$ cat src/rtl/uart_tx_arbiter.sv
// Round-robin arbiter sharing one UART transmitter among NUM_REQ byte requesters.
// Optional frame watchdog is built when UART_ARB_WDOG_EN is defined.
module uart_tx_arbiter #(
  parameter int NUM_REQ     = 4,
  parameter int DATA_BITS   = 8,
  parameter int GAP_CYCLES  = 0,
  parameter int WDOG_CYCLES = 200000,
  localparam int GW = (NUM_REQ > 1) ? $clog2(NUM_REQ) : 1
) (
  input  logic                           clk,
  input  logic                           rst_n,
  input  logic [NUM_REQ-1:0]             req_valid,
  input  logic [NUM_REQ*DATA_BITS-1:0]   req_data,
  output logic [NUM_REQ-1:0]             req_ready,
  output logic                           tx_start,
  output logic [DATA_BITS-1:0]           tx_byte,
  input  logic                           tx_done,
  output logic                           busy,
  output logic [GW-1:0]                  grant_id
`ifdef UART_ARB_WDOG_EN
  ,
  output logic                           wdog_err
`endif
);

  localparam logic [1:0] IDLE  = 2'd0;
  localparam logic [1:0] START = 2'd1;
  localparam logic [1:0] WAIT  = 2'd2;
  localparam logic [1:0] GAP   = 2'd3;

  localparam int GCW = (GAP_CYCLES > 0) ? $clog2(GAP_CYCLES + 1) : 1;

  logic [1:0]           state;
  logic [GW-1:0]        last_grant;
  logic [GW-1:0]        sel_id;
  logic [GCW-1:0]       gap_cnt;
  logic                 frame_end;
  logic                 wdog_hit;
  logic [DATA_BITS-1:0] req_bytes [NUM_REQ];

  for (genvar i = 0; i < NUM_REQ; i++) begin : g_unpack
    assign req_bytes[i] = req_data[i*DATA_BITS +: DATA_BITS];
  end

  // Scan downward so the candidate closest after last_grant is written last and wins.
  always_comb begin
    logic [GW-1:0] cand;
    // NOTE: every always_comb output gets a default first so no path leaves it unassigned (no latch).
    sel_id = '0;
    cand   = '0;
    for (int k = NUM_REQ; k >= 1; k--) begin
      cand = GW'((int'(last_grant) + k) % NUM_REQ);
      if (req_valid[cand]) sel_id = cand;
    end
  end

`ifdef UART_ARB_WDOG_EN
  localparam int WCW = (WDOG_CYCLES > 1) ? $clog2(WDOG_CYCLES) : 1;

  logic [WCW-1:0] wdog_cnt;

  assign wdog_hit = (state == WAIT) && (wdog_cnt == WCW'(WDOG_CYCLES - 1));

  // tx_done on the limit cycle closes the frame normally and suppresses the error.
  always_ff @(posedge clk or negedge rst_n) begin
    if (!rst_n) begin
      wdog_cnt <= '0;
      wdog_err <= 1'b0;
    end else begin
      wdog_err <= wdog_hit && !tx_done;
      if (state == START)     wdog_cnt <= '0;
      else if (state == WAIT) wdog_cnt <= wdog_cnt + WCW'(1);
    end
  end
`else
  assign wdog_hit = 1'b0;
`endif

  assign frame_end = (state == WAIT) && (tx_done || wdog_hit);

  always_ff @(posedge clk or negedge rst_n) begin
    if (!rst_n) begin
      state      <= IDLE;
      tx_byte    <= '0;
      grant_id   <= '0;
      last_grant <= GW'(NUM_REQ - 1);
      gap_cnt    <= '0;
    end else begin
      // NOTE: non-blocking assignments so every register updates from pre-edge values.
      case (state)
        IDLE: begin
          if (|req_valid) begin
            tx_byte  <= req_bytes[sel_id];
            grant_id <= sel_id;
            state    <= START;
          end
        end
        START: state <= WAIT;
        WAIT: begin
          if (frame_end) begin
            last_grant <= grant_id;
            gap_cnt    <= GCW'(GAP_CYCLES);
            state      <= (GAP_CYCLES == 0) ? IDLE : GAP;
          end
        end
        default: begin
          gap_cnt <= gap_cnt - GCW'(1);
          if (gap_cnt <= GCW'(1)) state <= IDLE;
        end
      endcase
    end
  end

  assign tx_start = (state == START);
  assign busy     = (state != IDLE);

  always_comb begin
    req_ready = '0;
    if (state == START) req_ready[grant_id] = 1'b1;
  end

endmodule

$ cat config.mk
export PLATFORM = sky130hd
export DESIGN_NAME = uart_tx_arbiter
export DESIGN_NICKNAME = d
export VERILOG_FILES = /design/src/rtl/uart_tx_arbiter.sv
export SDC_FILE = /design/constraint.sdc
export NUM_CORES = 1
export LEC_CHECK = 0
export ABC_AREA = 1
export CAP_MARGIN = 25
export CORE_MARGIN = 2
export CORE_UTILIZATION = 30
export DETAILED_ROUTE_END_ITERATION = 8
export HOLD_SLACK_MARGIN = 0.1
export PLACE_DENSITY = 0.66
export SYNTH_ARGS = -nofsm -noshare
export SYNTH_HDL_FRONTEND = slang
export SYNTH_SLANG_ARGS = --single-unit
$ cat constraint.sdc
create_clock -name clk -period 5.2 [get_ports clk]
set_input_delay 1.3 -clock clk [delete_from_list [all_inputs] [get_ports clk]]
set_output_delay 1.3 -clock clk [all_outputs]
set_load 0.02 [all_outputs]
# Word-level counts from Yosys, hierarchy flattened
# Cells that the tools add are included.
# totals
reg_bits	15
out_inout_bits	16
wordCells	59
# op_classes
add_sub_neg	5
magnitude_cmp	8
n_eq_ne	4
mux	24
bitwise_logic	2
n_reduce_logical	11
# op_table
cell	n
8-bit binary-select mux with 2-bit select	1
8-bit 2-to-1 mux	2
2-bit by 3-bit less-than comparator with 1-bit output, second input constant	5
2-bit 2-to-1 mux	7
1-bit binary-select mux with 2-bit select	4
1-bit 2-to-1 mux	6
2-bit case mux with 3 select lines	1
2-bit AND reduction	3
2-bit by 1-bit adder with 2-bit output, second input constant	2
2-bit adder, second input constant	2
4-bit 2-to-1 mux	1
2-bit != test, second input constant	2
4-bit nonzero test	1
4-bit OR reduction	1
3-bit greater-or-equal comparator, second input constant	1
2-bit inverter with 3-bit output	1
3-bit AND reduction	1
1-bit demux with 2-bit select	1
2-bit by 1-bit equality test with 1-bit output, second input constant	1
2-bit equality test, second input constant	1
2-bit by 1-bit greater-or-equal comparator with 1-bit output, second input constant	1
1-bit logical AND	2
2-bit zero test	1
1-bit case mux with 2 select lines	1
5 further kinds	5

# Longest topological paths before layout
# Gate-level depths: netlist (run 1).
# depth
ltp_word	11
depth_mapped	16

# Worst setup path after synthesis (run 1)
# No wires, ideal clock.
# synth_timing
path_kind	register to output
startpoint	reg state[1]
endpoint	out req_ready[0]
arrival_ns	1.354
required_time_ns	3.900
setup_slack_ns	2.546
stages_incl_launch_ff	4
n_path_buf	0
path_cell_list	dfrtp_1 > nor2_1 > inv_1 > nor3_1
# synth_via
elab_chain_len	2
# synth_lines
element	line	text
start, declared	33	logic [1:0] state;
start signal, assigned	103	state <= (GAP_CYCLES == 0) ? IDLE : GAP;
2-bit by 1-bit equality test with 1-bit output	n/a	
net tx_start	15	output logic tx_start,
4-bit 2-to-1 mux	119	if (state == START) req_ready[grant_id] = 1'b1;
end, declared	14	output logic [NUM_REQ-1:0] req_ready,
# The timed path passes the listed nets, and every way through them passes these cells.

# Worst setup path after layout (run 1)
# layout_timing
startpoint	reg state[1]
endpoint	out req_ready[1]
# layout_via
elab_chain_len	2
# layout_lines
element	line
2-bit by 1-bit equality test with 1-bit output	119
4-bit 2-to-1 mux	119
# No other way between the ends.

==> flow_metrics.env, run 1 <==
export IMPL_initial_core_util=0.307
export IMPL_postRouteAntennaNets=0
export IMPL_hold_depth=2
export IMPL_num_nets_final=290
export IMPL_via_per_inst=4.47
export IMPL_synthDistinctLibCells=25
export IMPL_grt_pass1_wl_um=5300
export IMPL_wl_per_cell_um=10.1
export IMPL_synth_fp_nets=236
export IMPL_tns_ns=0
export IMPL_grt_antenna_before_repair=0
export IMPL_cts_setup_buffers=0
export IMPL_maxSlewHeadroom=0.596
export IMPL_grt_max_degree=19
export IMPL_drive_above_1_share=0.104
export IMPL_synth_area_leaders="dfrtp_1 25%, nand2_1 19%, nand3_1 15%, inv_1 13%, nand2_2 7.2%"
export IMPL_htreeDepth=1
export IMPL_postLayoutCoreUtil=0.461
export IMPL_p_per_area_nw_per_um2=619
export IMPL_drc=0
export IMPL_power_total_mw=1.12
export IMPL_ys_warn_count=0
export IMPL_max_freq_mhz=335
export IMPL_cts_tree="done"
export IMPL_vdd_ir_drop_max_v=0.000206
export IMPL_slowest_stage="clkdlybuf4s50_1"
export IMPL_area_growth_pct=50.0
export IMPL_first_pass_iters=4
export IMPL_synthCells=197
export IMPL_drt_wl_total_um=3030
export IMPL_ys_ff_latch=14
export IMPL_gp_congestion=0.800
export IMPL_hold_violations=0
export IMPL_endpoint_kind="primary output"
export IMPL_worst_pin_slew_ns=0.604
export IMPL_crit_path_start_kind="register"
export IMPL_r2r_slack_ns=3.21
export IMPL_cp_max_fo=5
export IMPL_cp_required_ns=3.90
export IMPL_drv_slew=0
export IMPL_synth_top_area_cell="dfrtp_1"
export IMPL_power_leakage_nw=0.961
export IMPL_multi_input_area_um2=642
export IMPL_worstPathCellList="nor2_1 -> inv_1 -> nor3_1 -> clkdlybuf4s50_1"
export IMPL_drtIter0Drc=78
export IMPL_grtUsageTotal=0.149
export IMPL_maxCapViolCount=0
export IMPL_num_fill_cells=404
export IMPL_rr_startpoint="last_grant[0]$_DFFE_PN1P_"
export IMPL_place_port_buffers=54
export IMPL_r2r_cells=13
export IMPL_clock_sinks=14
export IMPL_clock_skew_ns=0.00474
export IMPL_path_class="register to primary output"
export IMPL_setup_violations=0
export IMPL_globalRouteOverflowTotal=0
export IMPL_reg2reg_to="tx_byte[7]$_DFFE_PN0P_"
export IMPL_fp_dieH_um=67.5
export IMPL_crit_arrival_ns=1.69
export IMPL_die_area_um2=4560
export IMPL_path_clk_slew_ns=0.06
export IMPL_status="complete, no violations"
export IMPL_cts_resized=0
export IMPL_hold_buffers=0
export IMPL_clk_latency_ns=0.24
export IMPL_clockRootBuffer="clkbuf_8"
export IMPL_min_period_over_period=0.574
export IMPL_yosysTopAreaCellShare=0.248
export IMPL_hp_class="register to register"
export IMPL_ios=55
export IMPL_grt_pass1_vias=1254
export IMPL_n_antenna_cell=0
export IMPL_crit_path_max_incr_delay_ns=0.63
export IMPL_dp_hpwl_um=2370
export IMPL_core_area_um2=3940
export IMPL_yosysSeqAreaShare=0.291
export IMPL_die_w_um=67.5
export IMPL_rsz0062_at_grt="no"
export IMPL_cts_buffers=3
export IMPL_synth_avg_cell_area_um2=6.15
export IMPL_hold_ws_ns=0.489
export IMPL_num_rows=23
export IMPL_cts_buffer_depth=2
export IMPL_num_vias=1341
export IMPL_min_period_ns=2.99
export IMPL_hold_end="tx_byte[6]$_DFFE_PN0P_"
export IMPL_min_from="tx_byte[6]$_DFFE_PN0P_"
export IMPL_syn_area_um2=1210
export IMPL_register_area_um2=353
-- worst max-delay path by stage --
stage	from	to	slack [ns]	cells past startpoint
after floorplan	state[1]$_DFFE_PN0P_	req_ready[0]	2.55	3
after global placement	req_valid[1]	tx_byte[3]$_DFFE_PN0P_	2.07	14
after detailed placement	req_valid[1]	tx_byte[3]$_DFFE_PN0P_	2.05	14
after CTS	state[1]$_DFFE_PN0P_	req_ready[1]	2.20	4
after global routing	req_valid[2]	tx_byte[5]$_DFFE_PN0P_	2.09	14
final	state[1]$_DFFE_PN0P_	req_ready[1]	2.21	4
-- cell type report --
| cell class | count | area share |
|---|---|---|
| Multi-Input combinational cell | 133 | 0.353 |
| Tap cell | 50 | 0.0344 |
| Clock buffer | 4 | 0.0248 |
| Sequential cell | 14 | 0.194 |
| Timing Repair Buffer | 54 | 0.298 |
| Inverter | 45 | 0.0957 |
-- through the flow --
step                area, um^2  std cells  setup slack [ns]
global route              1820        300              2.09
CTS                       1820        300              2.20
finish                    1820        300              2.21
floorplan                 1210        197              2.55
global placement          1770        296              2.07
detailed placement        1770        296              2.05
-- kinds of logic (layout without fill, tap and decap cells) --
| group | count (synthesis) | in the layout | share of synthesized area |
|---|---|---|---|
| buf+inv | 50 | 103 | 0.179 |
| flops | 14 | 14 | 0.291 |
| compound gates | 8 | 8 | 0.0351 |
| simple gates | 125 | 125 | 0.495 |
-- cell usage after synthesis --
cell and count:
nand2_1 61, inv_1 41, nand3_1 36, nand2_2 14, dfrtp_1 12, nor3_1 4
o21ai_0 4, nand2_4 3, nor2_1 3, a21oi_1 2, dfstp_2 2, inv_2 2
and3_1 1, buf_2 1, buf_4 1, buf_6 1, buf_8 1, clkbuf_1 1
clkinv_1 1, inv_6 1, nand3_4 1, nand3b_1 1, nand4_1 1, o211ai_1 1
o21ai_1 1
-- worst max-delay path: cells and delay by family (launching register included) --
| family | cells | cell delay, ns |
|---|---|---|
| flops | 1 | 0.40 |
| simple gates | 2 | 0.30 |
| buf+inv | 2 | 0.74 |
-- power by group --
part | leakage (nW) | internal (mW) | switching (mW)
Clock | 0.0228 | 0.0542 | 0.0372
Sequential | 0.167 | 0.172 | 0.0477
Combinational | 0.770 | 0.306 | 0.508
-- cell usage in the layout (no fill, tap or decap), types with 3 or more instances in the layout --
cell | Yosys | layout
nand2_4 | 3 | 3
dfrtp_1 | 12 | 12
clkdlybuf4s50_1 | 0 | 54
nand3_1 | 36 | 36
nor2_1 | 3 | 3
inv_1 | 41 | 41
clkbuf_8 | 0 | 3
o21ai_0 | 4 | 4
nand2_2 | 14 | 14
nor3_1 | 4 | 4
nand2_1 | 61 | 61
-- flip-flops by register name, indices dropped and copies added, names as in the netlist --
register    cells
grant_id        2
tx_byte         8
state           2
last_grant      2
-- metal layers --
layer	up-vias	GRT usage	share of wire
met3	4	0.0350	0.066
met5	-	0	0
met4	0	0.0357	0.0063
met2	48	0.261	0.48
met1	586	0.183	0.45
li1	703	-	-
Note: power is estimated with default switching activity, not from simulation.
==> run 2: changes to the inputs <==
- PLACE_DENSITY: 0.66 -> 0.68
- clock period: 5.2 -> 2.7 ns (I/O delays scaled with it)
==> flow_metrics.env, run 2 (same netlist as run 1, synthesis figures left out) <==
export IMPL_status="complete, no violations"
export IMPL_cts_tree="done"
export IMPL_num_nets_final=291
export IMPL_hold_violations=0
export IMPL_cts_buffer_depth=2
export IMPL_initial_core_util=0.307
export IMPL_power_leakage_nw=0.971
export IMPL_crit_path_start_kind="register"
export IMPL_layout_common_cells="61 x nand2_1, 54 x clkdlybuf4s50_1, 41 x inv_1"
export IMPL_maxSlewHeadroom=0.586
export IMPL_clk_latency_ns=0.24
export IMPL_crit_buf_inv=2
export IMPL_vdd_ir_drop_max_v=0.000572
export IMPL_cts_setup_buffers=0
export IMPL_wl_per_cell_um=9.89
export IMPL_hp_class="register to register"
export IMPL_cp_required_ns=2.03
export IMPL_max_freq_mhz=427
export IMPL_num_vias=1300
export IMPL_worst_pin_slew_ns=0.618
export IMPL_num_fill_cells=407
export IMPL_drive_above_1_share=0.112
export IMPL_dp_hpwl_um=2360
export IMPL_clock_skew_ns=0.00194
export IMPL_endpoint_kind="primary output"
export IMPL_via_per_inst=4.32
export IMPL_path_delay_family="buffers and inverters"
export IMPL_n_antenna_cell=0
export IMPL_min_period_ns=2.34
export IMPL_first_pass_iters=4
export IMPL_drt_wl_total_um=2980
export IMPL_core_area_um2=3940
export IMPL_globalRouteOverflowTotal=0
export IMPL_largest_reg_flops=8
export IMPL_die_area_um2=4560
export IMPL_clockRootBuffer="clkbuf_8"
export IMPL_cts_resized=0
export IMPL_drv_slew=0
export IMPL_hold_ws_ns=0.485
export IMPL_tns_ns=0
export IMPL_clock_sinks=14
export IMPL_fp_dieH_um=67.5
export IMPL_cp_max_fo=5
export IMPL_grt_antenna_before_repair=0
export IMPL_drtIter0Drc=60
export IMPL_htreeDepth=1
export IMPL_layout_commonest_cell="nand2_1"
export IMPL_rsz0062_at_grt="no"
export IMPL_path_clk_slew_ns=0.06
export IMPL_hold_buffers=0
export IMPL_path_class="register to primary output"
export IMPL_setup_violations=0
export IMPL_grt_max_degree=19
export IMPL_place_port_buffers=54
export IMPL_cts_buffers=3
export IMPL_ios=55
export IMPL_grt_pass1_wl_um=5000
export IMPL_gp_congestion=0.900
export IMPL_area_growth_pct=51.4
export IMPL_grt_pass1_vias=1222
export IMPL_die_w_um=67.5
export IMPL_worstPathCellList="nor2_1 -> inv_1 -> nor3_1 -> clkdlybuf4s50_1"
export IMPL_top_register="tx_byte"
export IMPL_maxCapViolCount=0
export IMPL_crit_path_max_incr_delay_ns=0.63
export IMPL_grtUsageTotal=0.142
export IMPL_crit_arrival_ns=1.67
export IMPL_min_period_over_period=0.867
export IMPL_slowest_stage="clkdlybuf4s50_1"
export IMPL_p_per_area_nw_per_um2=1190
export IMPL_postRouteAntennaNets=0
export IMPL_num_rows=23
export IMPL_drc=0
run 2: cell count changes in the layout (fill, tap and decap cells not counted), sizes merged:
cell | previous run | this run
buf | 0 | 1
run 2: per-layer routing:
metal,wire length [um],share of wire,track usage
met1,1250,0.42,0.173
met2,1560,0.52,0.257
met5,0,0,0
met4,0,0,0.0383
met3,166,0.056,0.0217
run 2: power breakdown:
part           internal, mW  leakage [nW]  switching [mW]
Clock                 0.129        0.0288          0.0714
Sequential            0.331         0.167          0.0902
Combinational         0.600         0.775           0.955
Total                  1.06         0.971            1.12
run 2: path summary, 6_finish.rpt:
path	startpoint	to	slack (ns)	cells past startpoint
setup / recovery	state[1]$_DFFE_PN0P_	req_ready[2]	0.36	4
hold / removal	tx_byte[0]$_DFFE_PN0P_	tx_byte[0]$_DFFE_PN0P_	0.48	2
min in group asynchronous	rst_n	state[0]$_DFFE_PN0P_	0.82	1
max in group asynchronous	rst_n	tx_byte[1]$_DFFE_PN0P_	1.48	1
hold reg to reg	tx_byte[0]$_DFFE_PN0P_	tx_byte[0]$_DFFE_PN0P_	0.48	2
setup reg to reg	last_grant[0]$_DFFE_PN1P_	tx_byte[5]$_DFFE_PN0P_	0.72	13
run 2: layout make-up:
cell class	instances	area, um^2	area share
clock buffer	4	55.1	0.0300
sequential	14	353	0.192
timing repair buffer	55	548	0.299
inverter	45	174	0.0948
multi-input combinational	133	642	0.350
tap	50	62.6	0.0341
run 2: metrics by stage:
step           setup slack (ns)   util  area (um^2)  total power, mW  cells
6_report                  0.358  0.465         1830             2.18    301
5_1_grt                   0.180  0.465         1830             2.41    301
4_1_cts                   0.362  0.465         1830             2.20    301
3_5_place_dp              0.211  0.451         1780             1.99    297
3_3_place_gp              0.226  0.451         1780             1.97    297
2_1_floorplan             0.671      -         1210             1.59    197
run 2: worst register-to-register path, stage by stage, from the launching register on:
cell and delay [ns]:
dfstp_2 0.65, inv_6 0.08, nand2_1 0.06, nand2_1 0.06
nand2_1 0.09, nand2_2 0.07, nand2_4 0.08, nand3_4 0.17
nand2_4 0.27, nand2_1 0.09, nand3_1 0.09, nand2_1 0.06
nand2_1 0.05, nand2_1 0.05
